$ cat src/rtl/kmer_reduce_pipe.sv
// kmer_reduce_pipe: pipelined FANIN-ary bit-reduction tree for the seed-match path.
// Each beat reduces a WIDTH-bit match vector to one bit with its own mode
// (AND/OR/XOR/NAND). The valid and mode bits travel alongside the data.
// Optional saturating hit counter, compiled in with `define KMER_REDUCE_HIT_CNT_EN.
module kmer_reduce_pipe #(
  parameter int unsigned WIDTH = 11,
  parameter int unsigned FANIN = 4,
  parameter int unsigned CNT_W = 16
) (
  input  logic             clk,
  input  logic             reset,
  input  logic             in_valid,
  input  logic [WIDTH-1:0] in_bits,
  input  logic [1:0]       in_mode,
  input  logic             cnt_clear,
  output logic             out_valid,
  output logic             out_bit,
  output logic [CNT_W-1:0] hit_count
);

  typedef enum logic [1:0] {
    MODE_AND  = 2'b00,
    MODE_OR   = 2'b01,
    MODE_XOR  = 2'b10,
    MODE_NAND = 2'b11
  } mode_e;

  // Node count after 'stage' levels of grouping. Nested ceilings equal ceil(WIDTH/FANIN^stage).
  function automatic int unsigned f_nodes(input int unsigned stage);
    int unsigned n;
    n = WIDTH;
    for (int unsigned i = 0; i < stage; i++) begin
      n = (n + FANIN - 1) / FANIN;
    end
    return n;
  endfunction

  // Smallest L >= 1 that collapses WIDTH down to a single node.
  function automatic int unsigned f_levels();
    int unsigned n;
    int unsigned l;
    n = (WIDTH + FANIN - 1) / FANIN;
    l = 1;
    while (n > 1) begin
      n = (n + FANIN - 1) / FANIN;
      l++;
    end
    return l;
  endfunction

  localparam int unsigned LEVELS = f_levels();

  for (genvar k = 0; k < LEVELS; k++) begin : g_stage
    localparam int unsigned IN_N  = f_nodes(k);
    localparam int unsigned OUT_N = f_nodes(k + 1);

    logic [IN_N-1:0]        w_in;
    logic                   w_in_vld;
    mode_e                  w_in_mode;
    logic                   w_pad;
    logic [OUT_N*FANIN-1:0] w_padded;
    logic [OUT_N-1:0]       w_red;

    logic [OUT_N-1:0]       r_node;
    logic                   r_vld;
    mode_e                  r_mode;

    if (k == 0) begin : g_src_in
      assign w_in      = in_bits;
      assign w_in_vld  = in_valid;
      assign w_in_mode = mode_e'(in_mode);
    end else begin : g_src_prev
      assign w_in      = g_stage[k-1].r_node;
      assign w_in_vld  = g_stage[k-1].r_vld;
      assign w_in_mode = g_stage[k-1].r_mode;
    end

    // Identity of the carried mode: 1 for AND/NAND, 0 for OR/XOR.
    assign w_pad = (w_in_mode == MODE_AND) || (w_in_mode == MODE_NAND);

    // Pad the short last group with the identity, then reduce each group LSB-first.
    // NAND nodes reduce as AND; the inversion is applied once at the output.
    always_comb begin
      w_padded             = {(OUT_N*FANIN){w_pad}};
      w_padded[IN_N-1:0]   = w_in;
      w_red                = '0;
      for (int unsigned j = 0; j < OUT_N; j++) begin
        case (w_in_mode)
          MODE_OR:  w_red[j] = |w_padded[j*FANIN +: FANIN];
          MODE_XOR: w_red[j] = ^w_padded[j*FANIN +: FANIN];
          default:  w_red[j] = &w_padded[j*FANIN +: FANIN];
        endcase
      end
    end

    // Stage register: data loads every cycle, valid and mode follow their data.
    always_ff @(posedge clk or posedge reset) begin
      if (reset) begin
        r_node <= '0;
        r_vld  <= 1'b0;
        r_mode <= MODE_AND;
      end else begin
        r_node <= w_red;
        r_vld  <= w_in_vld;
        r_mode <= w_in_mode;
      end
    end
  end

  assign out_valid = g_stage[LEVELS-1].r_vld;
  assign out_bit   = g_stage[LEVELS-1].r_node[0] ^ (g_stage[LEVELS-1].r_mode == MODE_NAND);

`ifdef KMER_REDUCE_HIT_CNT_EN
  logic [CNT_W-1:0] r_hit_count;

  // Saturating hit counter. A clear wins over a simultaneous hit.
  always_ff @(posedge clk or posedge reset) begin
    if (reset) begin
      r_hit_count <= '0;
    end else if (cnt_clear) begin
      r_hit_count <= '0;
    end else if (out_valid && out_bit && (r_hit_count != '1)) begin
      r_hit_count <= r_hit_count + CNT_W'(1);
    end
  end

  assign hit_count = r_hit_count;
`else
  logic w_unused_cnt_clear;

  assign w_unused_cnt_clear = cnt_clear;
  assign hit_count          = '0;
`endif

endmodule

$ cat config.mk
export PLATFORM = sky130hd
export DESIGN_NAME = kmer_reduce_pipe
export DESIGN_NICKNAME = d
export VERILOG_FILES = /design/src/rtl/kmer_reduce_pipe.sv
export SDC_FILE = /design/constraint.sdc
export NUM_CORES = 1
export LEC_CHECK = 0
export BUFFER_PORTS_ARGS = -buffer_cell sky130_fd_sc_hd__buf_2
export CORE_MARGIN = 1
export CORE_UTILIZATION = 47
export DETAILED_ROUTE_END_ITERATION = 8
export GPL_TIMING_DRIVEN = 0
export PLACE_DENSITY = 0.85
export SYNTH_ARGS = -nofsm -noshare
export SYNTH_HDL_FRONTEND = slang
export SYNTH_SLANG_ARGS = --single-unit
$ cat constraint.sdc
create_clock -name clk -period 1.66 [get_ports clk]
set_input_delay 0.166 -clock clk [delete_from_list [all_inputs] [get_ports clk]]
set_output_delay 0.166 -clock clk [all_outputs]
set_load 0.01 [all_outputs]
==> results of run 1 <==
==> what timing repair did <==
| item | 4_1_cts | 5_1_grt |
|---|---|---|
| gates resized for setup | 0 | 0 |
| setup endpoints to repair | 0 | 0 |
| hold buffers | 1 | 0 |
| hold endpoints to repair | 10 | 0 |
==> sequential cells by signal, summed over array words and instances, names as in the netlist <==
signal / count
g_stage.r_mode: 4
g_stage.r_node: 4
g_stage.r_vld: 1
out_valid: 1
==> cells by family after synthesis <==
| family | after synthesis | synth area share [%] |
|---|---|---|
| compound gates | 7 | 6.17 |
| xor+xnor | 5 | 5.14 |
| fa+ha+maj | 20 | 29.4 |
| flops | 10 | 29.4 |
| simple gates | 10 | 6.17 |
| buf+inv | 37 | 23.3 |
| other cells | 1 | 0.440 |
==> layer usage <==
| layer | global-route usage [%] | up-vias |
|---|---|---|
| met3 | 2.45 | 2 |
| met2 | 29.4 | 15 |
| met4 | 7.27 | 0 |
| met1 | 13.4 | 271 |
| met5 | 0 | - |
| li1 | - | 318 |
==> cell type report <==
type / instances / area, um^2 / area share (%)
buffer: 16 / 120 / 11.2
clock buffer: 4 / 36.3 / 3.39
multi-input combinational: 58 / 459 / 42.9
tap: 25 / 31.3 / 2.92
sequential: 10 / 250 / 23.4
inverter: 21 / 78.8 / 7.36
timing repair buffer: 18 / 95.1 / 8.88
==> worst max-delay path, cell delays in order (launching register included) <==
cell      delay [ns]
dfrtp_1         0.36
inv_1           0.05
ha_1            0.33
inv_1           0.08
ha_1            0.28
xor2_1          0.15
nand3_1         0.08
o211ai_1        0.09
==> stage by stage <==
step / total power [mW] / setup TNS (ns) / hold slack [ns] / area, um^2 / instances
after CTS: 0.687 / 0 / 0.0146 / 1070 / 152
after global routing: 0.724 / 0 / 0.00837 / 1070 / 152
after detailed placement: 0.473 / -0.00411 / 0.148 / 1020 / 147
after floorplan: 0.421 / 0 / 0.00618 / 908 / 105
final: 0.681 / 0 / 0.0198 / 1070 / 152
after global placement: 0.457 / 0 / 0.138 / 1020 / 147
==> power by group through the flow <==
stage               clock network (mW)  registers, mW  logic (mW)
floorplan                            0          0.274       0.146
global placement                     0          0.275       0.183
detailed placement                   0          0.276       0.197
CTS                              0.216          0.272       0.199
global route                     0.225          0.274       0.225
finish                           0.212          0.271       0.197
==> synth_stat cells <==
cell type,number
a311o_1,3
a21oi_1,3
nor2_1,3
buf_4,16
ha_1,20
nand3_1,2
xor2_1,1
conb_1,1
xnor2_1,4
nand2b_2,1
or2b_4,1
o211ai_1,1
dfrtp_1,10
inv_1,21
nand2_1,3
==> worst min-delay path by stage <==
stage	from	to	slack, ns	cells past startpoint
final	in_valid	g_stage[0].r_vld	0.02	1
after global routing	in_valid	g_stage[0].r_vld	0.008	1
after CTS	in_valid	g_stage[0].r_vld	0.01	1
after detailed placement	reset	out_valid	0.15	2
after global placement	reset	g_stage[1].r_mode[1]	0.14	2
after floorplan	reset	g_stage[0].r_mode[0]	0.006	1
==> results.json, run 1 <==
{
  "layout_commonest_cell": "inv_1",
  "worstSetupPathType": "flop to flop",
  "cts_sinks": 10,
  "max_freq_mhz": 650,
  "ys_ff_latch": 10,
  "yosysUniqueCellTypes": 15,
  "p_clk_share_pct": 31.2,
  "switching_share_pct": 27.3,
  "wl_met2_um": 725,
  "grt_antenna_before_repair": 0,
  "cts.clk_slew.worst_paths_ns": 0.07,
  "period_needed_ns": 1.54,
  "internal_power_mw": 0.495,
  "hold_viol": 0,
  "worstSkewPairLatency_ns": 0.26,
  "grt_setup_unrepaired": "no",
  "arrival_ns": 1.68,
  "r2r-end": "g_stage[1].r_node",
  "power.density_mw_per_mm2": 636,
  "numCtsBuffers": 3,
  "reg2reg_from": "g_stage[0].r_mode[0]",
  "peakVddDrop_mv": 0.292,
  "setup_violations": 0,
  "regToRegSetupSlack_ns": 0.12,
  "critPathMaxFanout": 4,
  "drt-pass1-iter-count": 4,
  "yosys_warnings": 0,
  "power_frac_comb_pct": 29.0,
  "rr_worst_depth": 7,
  "worst_setup_path_start_kind": "flop",
  "drv_cap": 0,
  "ys_seq_area_share_pct": 29.4,
  "ios": 35,
  "track_usage_pct": 14.5,
  "drive_above_1_share_pct": 30.7,
  "rows": 15,
  "fin_crit_sh_pct": 92.7,
  "post-route-util_pct": 62.7,
  "grt_pass1_wl_um": 2100,
  "hpwl_um": 1090,
  "dieHeight_um": 44.6,
  "place_ws_ns": -0.00411,
  "wl_met1_um": 457,
  "leakagePower_nw": 0.663,
  "drtAntennaViolNets": 0,
  "cp-end-kind": "flop",
  "initial_core_util_pct": 49.9,
  "endpoint": "g_stage[1].r_node",
  "final_max_slew_viol_count": 0,
  "yosys.area.top_type": "dfrtp_1",
  "via_per_inst": 3.99,
  "synth.avg_cell_area_um2": 9.47,
  "cts_root_buf": "clkbuf_4",
  "grt_max_degree": 11,
  "switchingPower_mw": 0.186,
  "cts_tree": "yes",
  "setup.worst_path.start": "g_stage[0].r_mode[0]",
  "drc": 0,
  "gp_congestion": 0.675,
  "core_mm2": 0.00171,
  "wirelength_um": 1250,
  "final_cell_mix": "21 x inv_1, 20 x ha_1, 17 x buf_2",
  "routed-wl-met3_um": 54,
  "status": "finished, final reports clean",
  "syn2layout_area_growth_pct": 25.7,
  "vias": 606,
  "die_x_um": 44.6,
  "wl_per_cell_um": 8.22,
  "final_nets": 165,
  "fillerInstances": 158,
  "cts_setup_buffers": 0,
  "port_buffers": 17,
  "overflow": 0,
  "drtIter0Drc": 6,
  "die_area_mm2": 0.00199,
  "hold_path_class": "primary input to flop",
  "top_layer_used": "met4",
  "setup_ws_ns": 0.121,
  "finClkSkew_ns": 0.00463,
  "synth.cell_area_um2": 852,
  "synth.top_cells.by_area": "dfrtp_1 29%, ha_1 29%, buf_4 14%",
  "diodes": 0,
  "cts_max_level": 1,
  "yosysTopAreaCellShare_pct": 29.4,
  "cts_max_path_buffers": 2,
  "synth_cells": 90,
  "cp_data_required_time_ns": 1.80,
  "grt_pass1_vias": 561,
  "p_seq_share_pct": 39.8
}
Note: power is estimated with default switching activity, not from simulation.
==> inputs of run 2 (changes only) <==
Settings changed: CTS_CLUSTER_SIZE from default to 10, HOLD_SLACK_MARGIN from default to 0.05.
==> run 2 against run 1 <==
  * Clock skew down 0.0023 ns
  * Critical path depth unchanged
  * Clock power up 2%
  * Critical endpoint unchanged
  * Largest power group unchanged
==> results.json, run 2 (synthesis gave the netlist of run 1 again) <==
{
  "layout_commonest_cell": "inv_1",
  "drtAntennaViolNets": 0,
  "cts_sinks": 10,
  "cp_data_required_time_ns": 1.80,
  "critical-path-top-delay-family": "adder cells",
  "routed-wl-met3_um": 50,
  "leakagePower_nw": 0.675,
  "vias": 617,
  "grt_pass1_vias": 561,
  "track_usage_pct": 14.6,
  "grt_max_degree": 11,
  "wl_met1_um": 485,
  "ios": 35,
  "drt-pass1-iter-count": 4,
  "status": "finished, final reports clean",
  "cts_tree": "yes",
  "critical_path.cell_chain": "inv_1, ha_1, inv_1, ha_1, xor2_1, nand3_1, o211ai_1",
  "setup_violations": 0,
  "fillerInstances": 150,
  "place_ws_ns": -0.00411,
  "worstSetupPathType": "flop to flop",
  "cts_root_buf": "clkbuf_4",
  "numCtsBuffers": 3,
  "grt_setup_unrepaired": "no",
  "period_needed_ns": 1.55,
  "top_layer_used": "met4",
  "worstSkewPairLatency_ns": 0.26,
  "die_area_mm2": 0.00199,
  "arrival_ns": 1.68,
  "diodes": 0,
  "wirelength_um": 1310,
  "fin_crit_sh_pct": 93.1,
  "placed_area_mm2": 0.00102,
  "cts_max_path_buffers": 2,
  "fin_area_mm2": 0.00110,
  "cp-end-kind": "flop",
  "gp_congestion": 0.675,
  "wl_per_cell_um": 8.42,
  "multi_input_area_um2": 459,
  "power.density_mw_per_mm2": 627,
  "final_nets": 168,
  "postCtsHoldBufs": 4,
  "final_cell_mix": "21 x inv_1, 20 x ha_1, 17 x buf_2",
  "max_freq_mhz": 647,
  "drive_above_1_share_pct": 30.0,
  "finClkSkew_ns": 0.00235,
  "hpwl_um": 1090,
  "dieHeight_um": 44.6,
  "initial_core_util_pct": 49.9,
  "port_buffers": 17,
  "rows": 15,
  "final_max_slew_viol_count": 0,
  "syn2layout_area_growth_pct": 29.2,
  "grt_antenna_before_repair": 0,
  "core_mm2": 0.00171,
  "drv_cap": 0,
  "critPathBufInv": 2,
  "hold_viol": 0,
  "worst_setup_path_start_kind": "flop",
  "postCtsResizedCells": 0,
  "via_per_inst": 3.98,
  "top_regs": "g_stage.r_mode (4), g_stage.r_node (4)",
  "drc": 0,
  "max_stage_delay_ns": 0.37,
  "cts_max_level": 1,
  "grt_pass1_wl_um": 2110,
  "hold_path_class": "primary input to flop",
  "peakVddDrop_mv": 0.298,
  "cts.clk_slew.worst_paths_ns": 0.07,
  "wl_met2_um": 758,
  "overflow": 0,
  "regArea_um2": 250,
  "drtIter0Drc": 1,
  "die_x_um": 44.6,
  "setup_ws_ns": 0.114,
  "critPathMaxFanout": 4,
  "cts_setup_buffers": 0,
  "slowest_stage": "dfrtp_1"
}
run 2: cell types whose count changed in the layout (fill, tap and decap cells not counted), sizes merged:
cell         before  now
dlygate4sd3       1    4
run 2: power by group:
group | internal, mW | leakage (nW) | total, mW | switching (mW)
Combinational | 0.105 | 0.531 | 0.203 | 0.0981
Sequential | 0.262 | 0.123 | 0.271 | 0.00924
Clock | 0.133 | 0.0210 | 0.216 | 0.0828
Total | 0.500 | 0.675 | 0.690 | 0.190
run 2: through the flow:
stage | std cells | hold slack [ns] | setup TNS, ns | total power, mW | util (%)
final | 155 | 0.308 | 0 | 0.690 | 64.5
after global routing | 155 | 0.323 | 0 | 0.732 | 64.5
after CTS | 155 | 0.303 | 0 | 0.692 | 64.5
after detailed placement | 147 | 0.148 | -0.00411 | 0.473 | 60.0
after global placement | 147 | 0.138 | 0 | 0.457 | 60.0
after floorplan | 105 | 0.00618 | 0 | 0.421 | -
run 2: worst paths after layout:
check                                       end  depth (start not counted)            startpoint  slack (ns)
setup / recovery              g_stage[1].r_node                          7  g_stage[0].r_mode[0]        0.11
hold / removal             g_stage[0].r_node[2]                          3           in_bits[10]        0.31
setup reg to reg              g_stage[1].r_node                          7  g_stage[0].r_mode[0]        0.11
hold reg to reg                       out_valid                          0      g_stage[0].r_vld        0.36
max in group asynchronous  g_stage[1].r_mode[0]                          3                 reset        0.99
min in group asynchronous  g_stage[1].r_mode[1]                          3                 reset        0.41
run 2: final cells by class:
| type | count | share of cell area, % |
|---|---|---|
| multi-input cells | 58 | 41.7 |
| flip-flops and latches | 10 | 22.7 |
| repair buffers | 21 | 11.4 |
| plain buffers | 16 | 10.9 |
| inverters | 21 | 7.16 |
| clock buffers | 4 | 3.30 |
| well taps | 25 | 2.84 |
run 2: per-layer routing:
layer | GRT usage (%) | vias up
met2 | 29.7 | 13
li1 | - | 324
met5 | 0 | -
met3 | 2.45 | 2
met1 | 13.6 | 278
met4 | 7.27 | 0
run 2: worst min-delay path: stages:
cell and delay [ns]:
buf_2 0.09, ha_1 0.14, a311o_1 0.14
==> inputs of run 3 (changes only) <==
Settings changed: ABC_AREA from default to 1, CTS_CLUSTER_SIZE 10 to 40.
==> run 3 against run 2 <==
  * Wire length is 4.2% higher
  * Highest routed layer unchanged
  * Synthesized cell count is 18% higher
  * Combinational power is 7% higher
  * Flip-flop and latch count stayed put
  * Clock-buffer cell count stayed put
  * Total power is 2.7% higher
  * Sequential power is 1% higher
  * Setup slack better by 0.072 ns
  * Design area is 1.7% higher
  * Clock power hardly changed
  * First-iteration DRC count grew to 7.0 times the previous value
==> results.json, run 3 <==
{
  "reg2reg_from": "g_stage[0].r_mode[1]",
  "final_nets": 184,
  "endpoint": "g_stage[1].r_node",
  "cts_root_buf": "clkbuf_4",
  "dieHeight_um": 45.0,
  "internal_power_mw": 0.500,
  "hold_path_class": "primary input to flop",
  "use_met1_pct": 12.9,
  "die_x_um": 45.0,
  "final_max_slew_viol_count": 0,
  "place_inst": 163,
  "grt.busiest_layer": "met2",
  "totalPowerFinal_mw": 0.709,
  "core_mm2": 0.00173,
  "finClkSkew_ns": 0.00166,
  "worst_setup_path_start_kind": "flop",
  "syn2layout_area_growth_pct": 28.6,
  "hold_viol": 0,
  "status": "finished, final reports clean",
  "cp-end-kind": "flop",
  "fillerInstances": 150,
  "grt_antenna_before_repair": 0,
  "power.density_mw_per_mm2": 633,
  "synthTopCellsByCount": "28 x inv_1, 20 x ha_1, 16 x buf_4",
  "regToRegSetupSlack_ns": 0.19,
  "stdcell_count": 171,
  "p_clk_share_pct": 30.6,
  "leakagePower_nw": 0.718,
  "cts_tree": "yes",
  "setup_violations": 0,
  "drv_cap": 0,
  "worstSetupPathType": "flop to flop",
  "r2r-end": "g_stage[1].r_node",
  "hpwl_um": 1140,
  "setup.worst_path.start": "g_stage[0].r_mode[1]",
  "wirelength_um": 1360,
  "die_area_mm2": 0.00203,
  "drc": 0,
  "synthFlopType": "dfrtp_1",
  "drive_above_1_share_pct": 26.0,
  "drtAntennaViolNets": 0,
  "cts_max_path_buffers": 2,
  "synth.cell_area_um2": 871,
  "grt_pass1_vias": 572,
  "yosys_warnings": 0,
  "period_needed_ns": 1.47,
  "cp_data_required_time_ns": 1.85,
  "via_per_inst": 4.00,
  "final_cell_mix": "28 x inv_1, 20 x ha_1, 17 x buf_2",
  "worstSkewPairLatency_ns": 0.26,
  "postCtsResizedCells": 0,
  "drtIter0Drc": 7,
  "initial_core_util_pct": 50.4,
  "layout_commonest_cell": "inv_1",
  "cts.clk_slew.worst_paths_ns": 0.06,
  "top_regs": "g_stage.r_mode (4), g_stage.r_node (4)",
  "yosys.area.top_type": "dfrtp_1",
  "diodes": 0,
  "grt_max_degree": 11,
  "yosysMostFrequentCell": "inv_1",
  "yosysTopAreaCellShare_pct": 28.7,
  "wl_per_cell_um": 7.95,
  "ios": 35,
  "ys_seq_area_share_pct": 28.7,
  "synth_edf_count": 0,
  "vias": 684,
  "overflow": 0,
  "synth-async-reset-ratio_pct": 100,
  "synth_cells": 106,
  "p_seq_share_pct": 38.8,
  "cts_sinks": 10,
  "arrival_ns": 1.67,
  "gp_congestion": 0.729,
  "track_usage_pct": 14.6,
  "grt_setup_unrepaired": "no",
  "rr_worst_depth": 7,
  "drt-pass1-iter-count": 4,
  "switching_share_pct": 29.4,
  "rows": 15,
  "synth.avg_cell_area_um2": 8.22,
  "port_buffers": 17,
  "yosysUniqueCellTypes": 10,
  "grt_util_met2_pct": 28.4,
  "critPathMaxFanout": 3,
  "switchingPower_mw": 0.208,
  "totalNegativeSetupSlack_ns": 0,
  "peakVddDrop_mv": 0.334,
  "power_frac_comb_pct": 30.6,
  "met3_usage_pct": 5.20,
  "grt_pass1_wl_um": 2080,
  "ys_ff_latch": 10,
  "cts_max_level": 1,
  "synth.top_cells.by_area": "dfrtp_1 29%, ha_1 29%, buf_4 14%",
  "max_freq_mhz": 678,
  "fin_crit_sh_pct": 88.8,
  "numCtsBuffers": 3
}
run 3: cell count changes in the layout (fill, tap and decap cells not counted), moves of 2 or more:
| cell | change |
|---|---|
| a21oi_1 | +9 |
| a311o_1 | -3 |
| inv_1 | +7 |
| nand2_1 | +10 |
| nand3_1 | +2 |
| nor2_1 | -3 |
| xnor2_1 | -3 |
run 3: logic make-up (layout without fill, tap and decap cells):
kind of cell | count (synthesis) | after routing | share of synthesized area, %
simple gates | 17 | 17 | 7.90
xor+xnor | 1 | 1 | 1.01
fa+ha+maj | 20 | 20 | 28.7
compound gates | 12 | 12 | 6.90
other cells | 1 | 16 | 0.431
flops | 10 | 10 | 28.7
buf+inv | 45 | 70 | 26.3
run 3: what timing repair did:
action                     in CTS  in global routing
setup buffers                   0                  0
hold buffers                    4                  0
setup endpoints to repair       0                  0
hold endpoints to repair       13                  0
run 3: worst max-delay path, stage by stage (launching register included):
cell and delay, ns:
dfrtp_1 0.40, ha_1 0.33, inv_1 0.07, ha_1 0.29
inv_1 0.05, nand2_1 0.06, nand3_1 0.06, a21oi_1 0.14
run 3: cell type report:
type / count / area (um^2) / share of cell area, %
clock buffers: 4 / 36.3 / 3.24
well taps: 25 / 31.3 / 2.79
repair buffers: 21 / 125 / 11.2
multi-input cells: 66 / 448 / 40.0
flip-flops and latches: 10 / 250 / 22.3
plain buffers: 16 / 120 / 10.7
inverters: 29 / 109 / 9.72
run 3: stage by stage:
| step | cell area (um^2) | utilization (%) | hold WS [ns] | worst slack, ns |
|---|---|---|---|---|
| 2_1_floorplan | 927 | - | 0.00618 | 0.320 |
| 3_3_place_gp | 1040 | 60.4 | 0.141 | 0.264 |
| 3_5_place_dp | 1040 | 60.4 | 0.144 | 0.202 |
| 4_1_cts | 1120 | 64.9 | 0.318 | 0.179 |
| 5_1_grt | 1120 | 64.9 | 0.337 | 0.0705 |
| 6_report | 1120 | 64.9 | 0.327 | 0.186 |
run 3: worst min-delay path by stage:
| stage | endpoint | cells after the start | start |
|---|---|---|---|
| after floorplan | g_stage[0].r_mode[0] | 1 | reset |
| after global placement | g_stage[1].r_node | 2 | reset |
| after detailed placement | g_stage[1].r_mode[0] | 2 | reset |
| after CTS | g_stage[0].r_node[1] | 4 | in_bits[7] |
| after global routing | g_stage[0].r_node[2] | 4 | in_bits[9] |
| final | g_stage[0].r_node[1] | 4 | in_bits[7] |
run 3: layer usage:
metal / vias up / share of wire (%)
met1: 293 / 35
met2: 23 / 56
met5: - / 0
li1: 364 / -
met3: 4 / 6.3
met4: 0 / 1.9
run 3: power by group through the flow:
| stage | registers [mW] | clock network, mW | logic, mW |
|---|---|---|---|
| 2_1_floorplan | 0.278 | 0 | 0.155 |
| 3_3_place_gp | 0.279 | 0 | 0.195 |
| 3_5_place_dp | 0.280 | 0 | 0.208 |
| 4_1_cts | 0.275 | 0.221 | 0.216 |
| 5_1_grt | 0.278 | 0.233 | 0.246 |
| 6_report | 0.275 | 0.217 | 0.217 |
